==> src/rtl/psram_qspi_ctrl_pkg.sv <==
// Shared opcodes, phase lengths, FSM state encoding and helpers for the QSPI PSRAM controller.
// Used by the controller top, the nibble shifter and the host-side interface.
package psram_qspi_ctrl_pkg;

  localparam int CMD_ADDR_W = 23;
  localparam int SCK_CNT_W  = 4;

  localparam logic [7:0] OP_RSTEN  = 8'h66;
  localparam logic [7:0] OP_RST    = 8'h99;
  localparam logic [7:0] OP_QPIEN  = 8'h35;
  localparam logic [7:0] OP_QREAD  = 8'hEB;
  localparam logic [7:0] OP_QWRITE = 8'h38;

  localparam logic [SCK_CNT_W-1:0] SPI_OP_SCK = 4'd8;
  localparam logic [SCK_CNT_W-1:0] QCMD_SCK   = 4'd2;
  localparam logic [SCK_CNT_W-1:0] ADDR_SCK   = 4'd6;
  localparam logic [SCK_CNT_W-1:0] DATA_SCK   = 4'd8;

  localparam logic [3:0] ST_INIT_WAIT = 4'd0;
  localparam logic [3:0] ST_SPI       = 4'd1;
  localparam logic [3:0] ST_GAP       = 4'd2;
  localparam logic [3:0] ST_IDLE      = 4'd3;
  localparam logic [3:0] ST_CMD       = 4'd4;
  localparam logic [3:0] ST_ADDR      = 4'd5;
  localparam logic [3:0] ST_WAIT      = 4'd6;
  localparam logic [3:0] ST_DATA      = 4'd7;
  localparam logic [3:0] ST_END       = 4'd8;

  typedef struct packed {
    logic                  write;
    logic [CMD_ADDR_W-1:0] addr;
    logic [31:0]           wdata;
  } cmd_t;

  // Wire order on SIO is addr+0 first, so the word goes out byte-reversed.
  function automatic logic [31:0] byte_swap32(input logic [31:0] w);
    return {w[7:0], w[15:8], w[23:16], w[31:24]};
  endfunction

  function automatic logic [7:0] init_opcode(input logic [1:0] step);
    case (step)
      2'd0:    return OP_RSTEN;
      2'd1:    return OP_RST;
      default: return OP_QPIEN;
    endcase
  endfunction

endpackage

==> src/rtl/psram_qspi_ctrl_if.sv <==
// Host-side command/read-data port of the PSRAM controller; requester uses master, controller slave.
// cmd_valid/cmd_ready handshake, single outstanding access, rdata_valid is a one-clock pulse.
interface psram_qspi_ctrl_if;
  import psram_qspi_ctrl_pkg::*;

  logic                  cmd_valid;
  logic                  cmd_ready;
  logic                  cmd_write;
  logic [CMD_ADDR_W-1:0] cmd_address;
  logic [31:0]           cmd_wdata;
  logic                  rdata_valid;
  logic [31:0]           rdata;
  logic                  init_done;

  modport master (
    output cmd_valid, cmd_write, cmd_address, cmd_wdata,
    input  cmd_ready, rdata_valid, rdata, init_done
  );

  modport slave (
    input  cmd_valid, cmd_write, cmd_address, cmd_wdata,
    output cmd_ready, rdata_valid, rdata, init_done
  );

endinterface

==> src/rtl/psram_qspi_ctrl_nibble_shifter.sv <==
// Loadable 32-bit shift register, MSB first, 1-bit (SPI) or 4-bit (QPI) per shift, with SCK down-counter.
// Zero latency: sio_out reflects the register; load wins over shift/tick; no backpressure.
module psram_nibble_shifter
  import psram_qspi_ctrl_pkg::*;
(
  input  logic                 clock,
  input  logic                 reset_n,
  input  logic                 load,
  input  logic [31:0]          load_dat,
  input  logic [SCK_CNT_W-1:0] load_cnt,
  input  logic                 shift,
  input  logic                 tick,
  input  logic                 quad,
  input  logic [3:0]           sio_in,
  output logic [3:0]           sio_out,
  output logic [31:0]          dat,
  output logic                 last
);

  logic [31:0]          sr_q, sr_d;
  logic [SCK_CNT_W-1:0] cnt_q, cnt_d;

  always_comb begin
    sr_d  = sr_q;
    cnt_d = cnt_q;
    if (load) begin
      sr_d  = load_dat;
      cnt_d = load_cnt;
    end else begin
      if (shift) sr_d = quad ? {sr_q[27:0], sio_in} : {sr_q[30:0], 1'b0};
      if (tick && (cnt_q != '0)) cnt_d = cnt_q - 1'b1;
    end
  end

  always_ff @(posedge clock or negedge reset_n) begin
    if (!reset_n) begin
      sr_q  <= '0;
      cnt_q <= '0;
    end else begin
      sr_q  <= sr_d;
      cnt_q <= cnt_d;
    end
  end

  assign sio_out = quad ? sr_q[31:28] : {3'b000, sr_q[31]};
  assign dat     = sr_q;
  assign last    = (cnt_q == 4'd1);

endmodule

==> src/rtl/psram_qspi_ctrl.sv <==
// QSPI PSRAM sequencer: power-up reset/QPI-enable, then single-word QPI reads/writes (SCK = clock/2).
// Write holds CE_n low 32 clocks, read 44; cmd_ready low from handshake until the access has ended.
module psram_qspi_ctrl
  import psram_qspi_ctrl_pkg::*;
#(
  parameter int unsigned INIT_WAIT_CYCLES = 3780,
  parameter int unsigned READ_WAIT_SCK    = 6
) (
  input  logic               clock,
  input  logic               reset_n,
  psram_qspi_ctrl_if.slave   host,
  output logic               psram_ce_n,
  output logic               psram_sck,
  output logic [3:0]         psram_sio_out,
  output logic [3:0]         psram_sio_oe,
  input  logic [3:0]         psram_sio_in
);

  localparam logic [15:0]          INIT_LAST = 16'(INIT_WAIT_CYCLES - 1);
  localparam logic [SCK_CNT_W-1:0] WAIT_SCK  = SCK_CNT_W'(READ_WAIT_SCK);

  logic [3:0]  state_q, state_d;
  logic        ph_q, ph_d;
  logic [1:0]  step_q, step_d;
  logic [15:0] wait_cnt_q, wait_cnt_d;
  logic        init_done_q, init_done_d;
  cmd_t        cmd_q, cmd_d;
  logic [31:0] rdata_q, rdata_d;
  logic        rdata_valid_q, rdata_valid_d;

  logic                 sh_load, sh_shift, sh_tick, sh_last;
  logic [31:0]          sh_ld_dat, sh_dat;
  logic [SCK_CNT_W-1:0] sh_cnt;
  logic [3:0]           sh_out;
  logic                 cmd_ready, rd_data;

  assign cmd_ready = (state_q == ST_IDLE) && init_done_q;
  assign rd_data   = (state_q == ST_DATA) && !cmd_q.write;

  always_comb begin
    state_d       = state_q;
    ph_d          = 1'b0;
    step_d        = step_q;
    wait_cnt_d    = wait_cnt_q;
    init_done_d   = init_done_q;
    cmd_d         = cmd_q;
    rdata_d       = rdata_q;
    rdata_valid_d = 1'b0;
    sh_load       = 1'b0;
    sh_ld_dat     = '0;
    sh_cnt        = '0;
    sh_shift      = 1'b0;
    sh_tick       = 1'b0;

    case (state_q)
      ST_INIT_WAIT: begin
        if (wait_cnt_q == INIT_LAST) begin
          state_d   = ST_SPI;
          step_d    = 2'd0;
          sh_load   = 1'b1;
          sh_ld_dat = {init_opcode(2'd0), 24'h0};
          sh_cnt    = SPI_OP_SCK;
        end else begin
          wait_cnt_d = wait_cnt_q + 16'd1;
        end
      end
      ST_GAP: begin
        if (wait_cnt_q == 16'd1) begin
          if (step_q == 2'd2) begin
            state_d     = ST_IDLE;
            init_done_d = 1'b1;
          end else begin
            state_d   = ST_SPI;
            step_d    = step_q + 2'd1;
            sh_load   = 1'b1;
            sh_ld_dat = {init_opcode(step_q + 2'd1), 24'h0};
            sh_cnt    = SPI_OP_SCK;
          end
        end else begin
          wait_cnt_d = wait_cnt_q + 16'd1;
        end
      end
      ST_IDLE: begin
        if (host.cmd_valid && cmd_ready) begin
          cmd_d.write = host.cmd_write;
          cmd_d.addr  = host.cmd_address & ~23'd3;
          cmd_d.wdata = host.cmd_wdata;
          state_d     = ST_CMD;
          sh_load     = 1'b1;
          sh_ld_dat   = {(host.cmd_write ? OP_QWRITE : OP_QREAD), 24'h0};
          sh_cnt      = QCMD_SCK;
        end
      end
      ST_END: begin
        if (wait_cnt_q == 16'd1) state_d = ST_IDLE;
        else                     wait_cnt_d = wait_cnt_q + 16'd1;
      end
      ST_SPI, ST_CMD, ST_ADDR, ST_WAIT, ST_DATA: begin
        ph_d = ~ph_q;
        if (!ph_q) begin
          // Read nibbles are captured on the edge that raises SCK.
          sh_shift = rd_data;
        end else if (!sh_last) begin
          sh_tick  = 1'b1;
          sh_shift = (state_q != ST_WAIT) && !rd_data;
        end else begin
          case (state_q)
            ST_SPI: begin
              state_d    = ST_GAP;
              wait_cnt_d = '0;
            end
            ST_CMD: begin
              state_d   = ST_ADDR;
              sh_load   = 1'b1;
              sh_ld_dat = {1'b0, cmd_q.addr, 8'h00};
              sh_cnt    = ADDR_SCK;
            end
            ST_ADDR: begin
              sh_load = 1'b1;
              if (cmd_q.write) begin
                state_d   = ST_DATA;
                sh_ld_dat = byte_swap32(cmd_q.wdata);
                sh_cnt    = DATA_SCK;
              end else begin
                state_d = ST_WAIT;
                sh_cnt  = WAIT_SCK;
              end
            end
            ST_WAIT: begin
              state_d = ST_DATA;
              sh_load = 1'b1;
              sh_cnt  = DATA_SCK;
            end
            default: begin
              state_d    = ST_END;
              wait_cnt_d = '0;
              if (!cmd_q.write) begin
                rdata_d       = byte_swap32(sh_dat);
                rdata_valid_d = 1'b1;
              end
            end
          endcase
        end
      end
      default: state_d = ST_INIT_WAIT;
    endcase
  end

  always_ff @(posedge clock or negedge reset_n) begin
    if (!reset_n) begin
      state_q       <= ST_INIT_WAIT;
      ph_q          <= 1'b0;
      step_q        <= 2'd0;
      wait_cnt_q    <= '0;
      init_done_q   <= 1'b0;
      cmd_q         <= '0;
      rdata_q       <= '0;
      rdata_valid_q <= 1'b0;
    end else begin
      state_q       <= state_d;
      ph_q          <= ph_d;
      step_q        <= step_d;
      wait_cnt_q    <= wait_cnt_d;
      init_done_q   <= init_done_d;
      cmd_q         <= cmd_d;
      rdata_q       <= rdata_d;
      rdata_valid_q <= rdata_valid_d;
    end
  end

  psram_nibble_shifter u_shifter (
    .clock    (clock),
    .reset_n  (reset_n),
    .load     (sh_load),
    .load_dat (sh_ld_dat),
    .load_cnt (sh_cnt),
    .shift    (sh_shift),
    .tick     (sh_tick),
    .quad     (state_q != ST_SPI),
    .sio_in   (psram_sio_in),
    .sio_out  (sh_out),
    .dat      (sh_dat),
    .last     (sh_last)
  );

  always_comb begin
    psram_sio_oe = 4'b0000;
    if (state_q == ST_SPI) psram_sio_oe = 4'b0001;
    else if ((state_q == ST_CMD) || (state_q == ST_ADDR) ||
             ((state_q == ST_DATA) && cmd_q.write)) psram_sio_oe = 4'b1111;
  end

  assign psram_ce_n    = !(state_q inside {ST_SPI, ST_CMD, ST_ADDR, ST_WAIT, ST_DATA});
  assign psram_sck     = ph_q;
  assign psram_sio_out = sh_out & psram_sio_oe;

  assign host.cmd_ready   = cmd_ready;
  assign host.init_done   = init_done_q;
  assign host.rdata_valid = rdata_valid_q;
  assign host.rdata       = rdata_q;

endmodule

==> src/flat_wrapper.sv <==
// flat-port wrapper written by rule: the top's interface ports become plain ports
module psram_qspi_ctrl_flat import psram_qspi_ctrl_pkg::*;
#(
  parameter int unsigned INIT_WAIT_CYCLES = 3780,
  parameter int unsigned READ_WAIT_SCK    = 6
)
  (clock, reset_n, psram_ce_n, psram_sck, psram_sio_out, psram_sio_oe, psram_sio_in, host_cmd_valid, host_cmd_write, host_cmd_address, host_cmd_wdata, host_cmd_ready, host_rdata_valid, host_rdata, host_init_done);
  psram_qspi_ctrl_if host_i ();
  input  logic clock;
  input  logic reset_n;
  output logic psram_ce_n;
  output logic psram_sck;
  output logic [3:0] psram_sio_out;
  output logic [3:0] psram_sio_oe;
  input  logic [3:0] psram_sio_in;
  input wire logic [$bits(host_i.cmd_valid)-1:0] host_cmd_valid;
  input wire logic [$bits(host_i.cmd_write)-1:0] host_cmd_write;
  input wire logic [$bits(host_i.cmd_address)-1:0] host_cmd_address;
  input wire logic [$bits(host_i.cmd_wdata)-1:0] host_cmd_wdata;
  output wire logic [$bits(host_i.cmd_ready)-1:0] host_cmd_ready;
  output wire logic [$bits(host_i.rdata_valid)-1:0] host_rdata_valid;
  output wire logic [$bits(host_i.rdata)-1:0] host_rdata;
  output wire logic [$bits(host_i.init_done)-1:0] host_init_done;
  assign host_i.cmd_valid = host_cmd_valid;
  assign host_i.cmd_write = host_cmd_write;
  assign host_i.cmd_address = host_cmd_address;
  assign host_i.cmd_wdata = host_cmd_wdata;
  assign host_cmd_ready = host_i.cmd_ready;
  assign host_rdata_valid = host_i.rdata_valid;
  assign host_rdata = host_i.rdata;
  assign host_init_done = host_i.init_done;
  psram_qspi_ctrl #(.INIT_WAIT_CYCLES(INIT_WAIT_CYCLES), .READ_WAIT_SCK(READ_WAIT_SCK)) u_core (.clock(clock), .reset_n(reset_n), .host(host_i), .psram_ce_n(psram_ce_n), .psram_sck(psram_sck), .psram_sio_out(psram_sio_out), .psram_sio_oe(psram_sio_oe), .psram_sio_in(psram_sio_in));
endmodule
==> config.mk <==
export PLATFORM = sky130hd
export DESIGN_NAME = psram_qspi_ctrl_flat
export DESIGN_NICKNAME = d
export VERILOG_FILES = /design/src/rtl/psram_qspi_ctrl_pkg.sv /design/src/rtl/psram_qspi_ctrl_if.sv /design/src/rtl/psram_qspi_ctrl_nibble_shifter.sv /design/src/rtl/psram_qspi_ctrl.sv /design/src/flat_wrapper.sv
export SDC_FILE = /design/constraint.sdc
export NUM_CORES = 1
export LEC_CHECK = 0
export ABC_AREA = 1
export CORE_ASPECT_RATIO = 1.25
export CORE_MARGIN = 2
export CORE_UTILIZATION = 40
export DETAILED_ROUTE_END_ITERATION = 7
export PLACE_DENSITY = 0.62
export SLEW_MARGIN = 20
export SYNTH_ARGS = -nofsm -noshare
export SYNTH_HDL_FRONTEND = slang
export SYNTH_SLANG_ARGS = --single-unit
==> constraint.sdc <==
create_clock -name clock -period 2.4 [get_ports clock]
set_clock_uncertainty 0.1 [all_clocks]
set_input_delay 0.48 -clock clock [delete_from_list [all_inputs] [get_ports clock]]
set_output_delay 0.48 -clock clock [all_outputs]
set_load 0.03 [all_outputs]
**Word-level counts from Yosys, hierarchy flattened**

Index checks and enable logic that the tools add are counted.
Widths: inputs -> output; s select.

- Output and inout port bits: 45
- Word-level logic and storage cells: 141
- Register bits after elaboration: 147
- Input bits: 63

- Equal/unequal tests: 25
- Reduce and logical (&&, ||, !) cells: 29
- Multiplexer cells: 68
- Bitwise gates (word level): 4
- $add $sub $neg: 3

Operator list:

| kind | count |
|---|---|
| $mux 32 | 9 |
| $pmux 32 s4 | 1 |
| $mux 16 | 5 |
| $mux 4 | 17 |
| $pmux 32 s2 | 1 |
| $pmux 16 s3 | 1 |
| $pmux 4 s4 | 2 |
| $mux 31 | 1 |
| $mux 1 | 20 |
| $pmux 4 s5 | 1 |
| $add 16x1->16 const B | 1 |
| $eq 16x1->1 const B | 1 |
| $eq 16x12->1 const B | 1 |
| $eq 4x3->1 const B | 4 |
| $pmux 8 s2 | 1 |
| $pmux 4 s3 | 1 |
| $reduce_and 6->1 | 2 |
| $mux 2 | 5 |
| $ne 2x1->1 const B | 5 |
| $ne 2x2->1 const B | 5 |
| $eq 4x1->1 const B | 2 |
| $eq 4x2->1 const B | 2 |
| $mux 8 | 1 |
| $logic_and 1x1->1 | 6 |
| 27 further kinds | 34 |

**Depth between registers and ports, before layout**

- Depth after elaboration: 9
- Mapped depth: 14
- Depth with buffers taken out: 13

**Modules after synthesis**

A second synthesis with hierarchy kept.

- Cell total of the unflattened synthesis: 1,045
- Area, all modules: 7,777.5 sq um

By module, submodules not included:

| module | cells each | times used | area each (sq um) | seq. area each (sq um) |
|---|---|---|---|---|
| psram_qspi_ctrl | 800 | 1 | 5,756.8 | 2,777.7 |
| psram_nibble_shifter | 245 | 1 | 2,020.7 | 900.9 |

**Worst setup path after synthesis**

OpenSTA, ideal clock, no wires.

- Kind: register to output
- From: reg u_core.state_q[0]
- To: out psram_sio_out[0]
- Path buffers: 0
- Cell stages (with the launch flop): 5
- Path slack: -0.080 ns
- Data arrival time: 1.900 ns
- Required time: 1.820 ns
- Path through: dfrtp_1 -> nand2_1 -> a21oi_1 -> inv_1 -> o22ai_1

- Cells in the longest elaborated chain, start to end: 6
- Elaborated cells between the ends (all ways): 12
- Classes of those cells: 5 x eq/ne; 3 x mux; 1 x bitwise; 3 x reduce/logical

Ends and longest elaborated chain:

| item | RTL line | text |
|---|---|---|
| start, declared | psram_qspi_ctrl.sv:22 | `logic [3:0] state_q, state_d;` |
| start signal, assigned | psram_qspi_ctrl.sv:160 | `state_q <= state_d;` |
| $eq 4x3->1, on equally long branches | psram_qspi_ctrl.sv:189, psram_qspi_ctrl.sv:190 |  |
| $logic_or 1x1->1 or $logic_and 1x1->1 (tied branches) | psram_qspi_ctrl.sv:189, psram_qspi_ctrl.sv:190 |  |
| $logic_or 1x1->1 | psram_qspi_ctrl.sv:189 | `else if ((state_q == ST_CMD) \|\| (state_q == ST_ADDR) \|\|` |
| $mux 4 | psram_qspi_ctrl.sv:189 |  |
| $mux 4 | psram_qspi_ctrl.sv:188 | `if (state_q == ST_SPI) psram_sio_oe = 4'b0001;` |
| $and 4x4->4 * | psram_qspi_ctrl.sv:195 | `assign psram_sio_out = sh_out & psram_sio_oe;` |
| end, declared | flat_wrapper.sv:13 | `output logic [3:0] psram_sio_out;` |

Every way passes the cells marked *; elsewhere a longest branch is shown, timed or not.

**Worst setup path in the final report**

- From: reg u_core.state_q[3]
- To: out psram_sio_out[0]

Same word-level chain as after synthesis.

==> results.md <==
## Finish
* area growth from synthesis to layout: 25.88%
* Filler Cell Count: 1896
* FF+latch area: 3680 um^2
* NumNets Final: 1237
* antenna diode instance count: 0
* area occupied by multi-input gates: 3339 um^2
* proportion of layout cells with a drive suffix above 1: 7.980%
* share of the core filled with cells: 51.21%

## Drt
* Post-Route M1 WL: 9482 um
* drt first-iter violations: 430
* uppermost layer routed: met4
* detail-routed net length per standard cell: 14.10 um
* post-detailed-route via-to-cell ratio: 4.801
* final antenna-violating net count: 0
* met2 wire length: 9223 um
* drt first pass iters: 6
* overall routed net length: 19880 um
* remaining routing DRC violations: 0
* Vias: 6769
* met3 wire len: 780 um

## Clock network
* clock latency of the later-clocked register in the worst-skew pair: 430 ps
* clock tree sinks: 147
* CTS H-tree lvls: 4
* CTS root buf: sky130_fd_sc_hd__clkbuf_16
* CTS buffer count: 17
* Clk pin slew, worst setup/hold paths: 60 ps
* number of buffers on the longest clock path: 2
* CTS tree: built

## Floorplanning
* starting density of the core: 40.68%
* Die Footprint: 20230 um^2
* Die X-Extent: 127.6 um
* row cnt: 56
* placeable core region: 18780 um^2
* I/O pins: 108
* overall die height: 158.5 um

## Timing
* total negative setup slack: 0 ps
* final critical-path required period: 2314 ps
* Max Clk Rate: 432.1 MHz
* number of pins exceeding their max-slew limit in the final report: 0
* setup repair after global routing missed its margin: true
* relative slew slack: 67.42%
* period utilization: 96.42%
* hold violation count in the final report: 0
* slew at the pin closest to its max-slew limit: 488.7 ps
* final setup vio count: 0

## Flow run
* number of max-capacitance violations reported: 0

## Synth
* area share of the largest cell type after synthesis: 48.15%
* synthesized-area fraction occupied by xor and xnor cells: 1.490%
* Syn. warnings: 0
* number of enable-type register cells in the synthesized netlist: 0
* post-synthesis simple-gate area fraction: 32.98%
* most frequent cell after synthesis: sky130_fd_sc_hd__nand2_1
* Net Count, Synth: 1129
* number of flip-flops and latches in the synthesized netlist: 147
* mean area per synthesized cell: 7.228 um^2
* area share of fa/ha/maj cells after synthesis: 1.474%
* post-synthesis cell type with the largest combined area: sky130_fd_sc_hd__dfrtp_1
* count of distinct cell types in the synthesized netlist: 30
* Main synth FF type: sky130_fd_sc_hd__dfrtp_1
* area of the mapped netlist: 7640 um^2
* post-synthesis instance total: 1057
* most frequent cells after synthesis: sky130_fd_sc_hd__nand2_1 (470), sky130_fd_sc_hd__dfrtp_1 (147), sky130_fd_sc_hd__inv_1 (104), sky130_fd_sc_hd__o21ai_0 (73), sky130_fd_sc_hd__nor2_1 (69)
* Synth async-reset ratio: 100.0%
* portion of the post-synthesis area used by sequential elements: 48.15%
* ranking of synthesized cells by area: sky130_fd_sc_hd__dfrtp_1 (48%), sky130_fd_sc_hd__nand2_1 (23%), sky130_fd_sc_hd__inv_1 (5.1%)
* compound-gate portion of the synthesized area: 7.419%
* dominant combinational cell family by area after synthesis: simple AND/OR/NAND/NOR gates
* portion of netlist area occupied by mux cells: 0%

## Critical path
* Critical R2R Launch: u_core.state_q[2]
* Arr. time, crit path: 1730 ps
* type of the setup path with the least slack: flip-flop to output port
* number of cells traversed by the worst register-to-register path: 10
* largest fanout on the critical path: 4
* critical path data required time: 1820 ps
* minimum setup slack among reg-to-reg paths: 310 ps
* Worst setup EP type: output port
* endpoint of the lowest-slack register-to-register path: u_core.u_shifter.dat[7]
* Critical Path Source Type: flip-flop

## GRT
* total routing usage reported by global routing: 20.42%
* antenna violations before repair: 0
* first-pass GRT wire length: 32750 um
* number of global-route vias before repair: 6516
* total grt overflow: 0
* pin count of the biggest net entering global routing: 65

## Placement
* Detail Placement HPWL: 13890 um
* Final Wtd Congestion: 0.8765
* number of input and output port buffers inserted: 105

## Worst hold path
* end point of the worst hold path: u_core.u_shifter.dat[24]
* launch point of the worst hold path: u_core.u_shifter.dat[24]
* worst hold path depth: 2
* classification of the worst-slack hold path: flip-flop to flip-flop

## Power and ir drop
* static leakage power: 5.218 nW
* power density normalized to cell area: 553.8 nW/um^2
* worst ir drop on vdd: 0.4468 mV

## Outcome
* result of the run: finished clean

-- stage by stage --
stage	cells	total power [mW]	hold WS [ps]	setup slack, ps	cell area [um^2]
after CTS	1407	5.377	373.9	-7.902	9563
after global routing	1410	5.500	386.2	-13.30	9617
after detailed placement	1372	2.811	358.6	177.0	8947
final	1410	5.326	369.8	85.93	9617
after floorplan	1057	2.632	84.41	163.8	7644
after global placement	1372	2.807	355.1	191.9	8947
-- placed cells by master, fill, tap and decap left out, types with 2 or more instances in the layout --
cell	n
sky130_fd_sc_hd__clkinv_4	3
sky130_fd_sc_hd__buf_4	22
sky130_fd_sc_hd__clkdlybuf4s50_1	94
sky130_fd_sc_hd__inv_2	11
sky130_fd_sc_hd__nand3_1	47
sky130_fd_sc_hd__ha_1	9
sky130_fd_sc_hd__nor2_1	68
sky130_fd_sc_hd__clkbuf_16	18
sky130_fd_sc_hd__buf_12	4
sky130_fd_sc_hd__nor3b_1	2
sky130_fd_sc_hd__clkinvlp_4	3
sky130_fd_sc_hd__nand2_1	469
sky130_fd_sc_hd__nand4_1	8
sky130_fd_sc_hd__dlygate4sd2_1	3
sky130_fd_sc_hd__nor3_1	7
sky130_fd_sc_hd__clkbuf_1	3
sky130_fd_sc_hd__nand2_2	4
sky130_fd_sc_hd__a21oi_1	3
sky130_fd_sc_hd__o21ai_0	73
sky130_fd_sc_hd__nor2_2	7
sky130_fd_sc_hd__inv_1	103
sky130_fd_sc_hd__clkbuf_8	2
sky130_fd_sc_hd__dfrtp_1	146
sky130_fd_sc_hd__nor2_4	4
sky130_fd_sc_hd__o21ai_1	32
sky130_fd_sc_hd__xnor2_1	2
sky130_fd_sc_hd__nand2_4	2
sky130_fd_sc_hd__buf_6	2
sky130_fd_sc_hd__inv_6	2
sky130_fd_sc_hd__xor2_1	11
-- flip-flops by register name, indices dropped and copies added (netlist names) --
register                 flops
u_core.state_q               4
u_core.u_shifter.dat        32
u_core.u_shifter.cnt_q       4
u_core.psram_sck             1
u_core.step_q                2
u_core.host.rdata_valid      1
u_core.host.rdata           32
u_core.wait_cnt_q           16
u_core.host.init_done        1
u_core.cmd_q                54
-- critical path, stage by stage, from the launching register on --
cell                      delay (ps)
sky130_fd_sc_hd__dfrtp_1         430
sky130_fd_sc_hd__nor2_2          170
sky130_fd_sc_hd__buf_6           140
sky130_fd_sc_hd__nand2_4         100
sky130_fd_sc_hd__buf_12          150
sky130_fd_sc_hd__o22ai_1         140
sky130_fd_sc_hd__buf_4           180
-- cell families (layout without fill, tap and decap cells) --
family	count (synthesis)	in the layout
adders and majority gates	9	9
DFF	147	147
xor gates and xnor gates	13	13
AOI/OAI and AO/OA	112	112
buffers and inverters	155	276
and+or+nand+nor	621	621
-- layer usage --
metal / up-vias / track usage, %
met5: - / 0
met4: 0 / 6.279
met3: 31 / 3.898
met2: 150 / 32.39
met1: 3120 / 28.42
li1: 3468 / -
-- final cells by class --
type	instances	share of cell area (%)
Clock inverter	10	1.054
Multi-Input combinational cell	755	34.73
Tap cell	232	3.018
Clock buffer	22	4.827
Sequential cell	147	38.26
Inverter	115	4.515
Timing Repair Buffer	129	13.60
-- worst max path at each step --
stage	startpoint	endpoint	slack [ps]	cells after the start
5_1_grt	u_core.state_q[3]	psram_ce_n	-10	6
3_3_place_gp	host_cmd_valid	u_core.u_shifter.dat[20]	190	8
6_report	u_core.state_q[3]	psram_sio_out[0]	90	6
3_5_place_dp	host_cmd_valid	u_core.u_shifter.dat[12]	180	8
4_1_cts	u_core.state_q[3]	psram_sio_out[0]	-8	6
2_1_floorplan	u_core.state_q[0]	psram_sio_out[0]	160	4
-- what timing repair did --
item | 4_1_cts | 5_1_grt
hold endpoints to repair | 47 | 0
resized for setup | 5 | 7
hold buffers | 1 | 0
pin swaps | 0 | 1
setup endpoints to repair | 5 | 10
gates cloned | 1 | 1
setup buffers | 1 | 2
-- report_power, final --
part / total [mW] / switching [mW] / internal, mW
combinational: 0.212 / 0.0986 / 0.113
clock: 2.56 / 1.07 / 1.49
sequential: 2.55 / 0.0236 / 2.53
total: 5.33 / 1.19 / 4.13
Note: power is estimated with default switching activity, not from simulation.
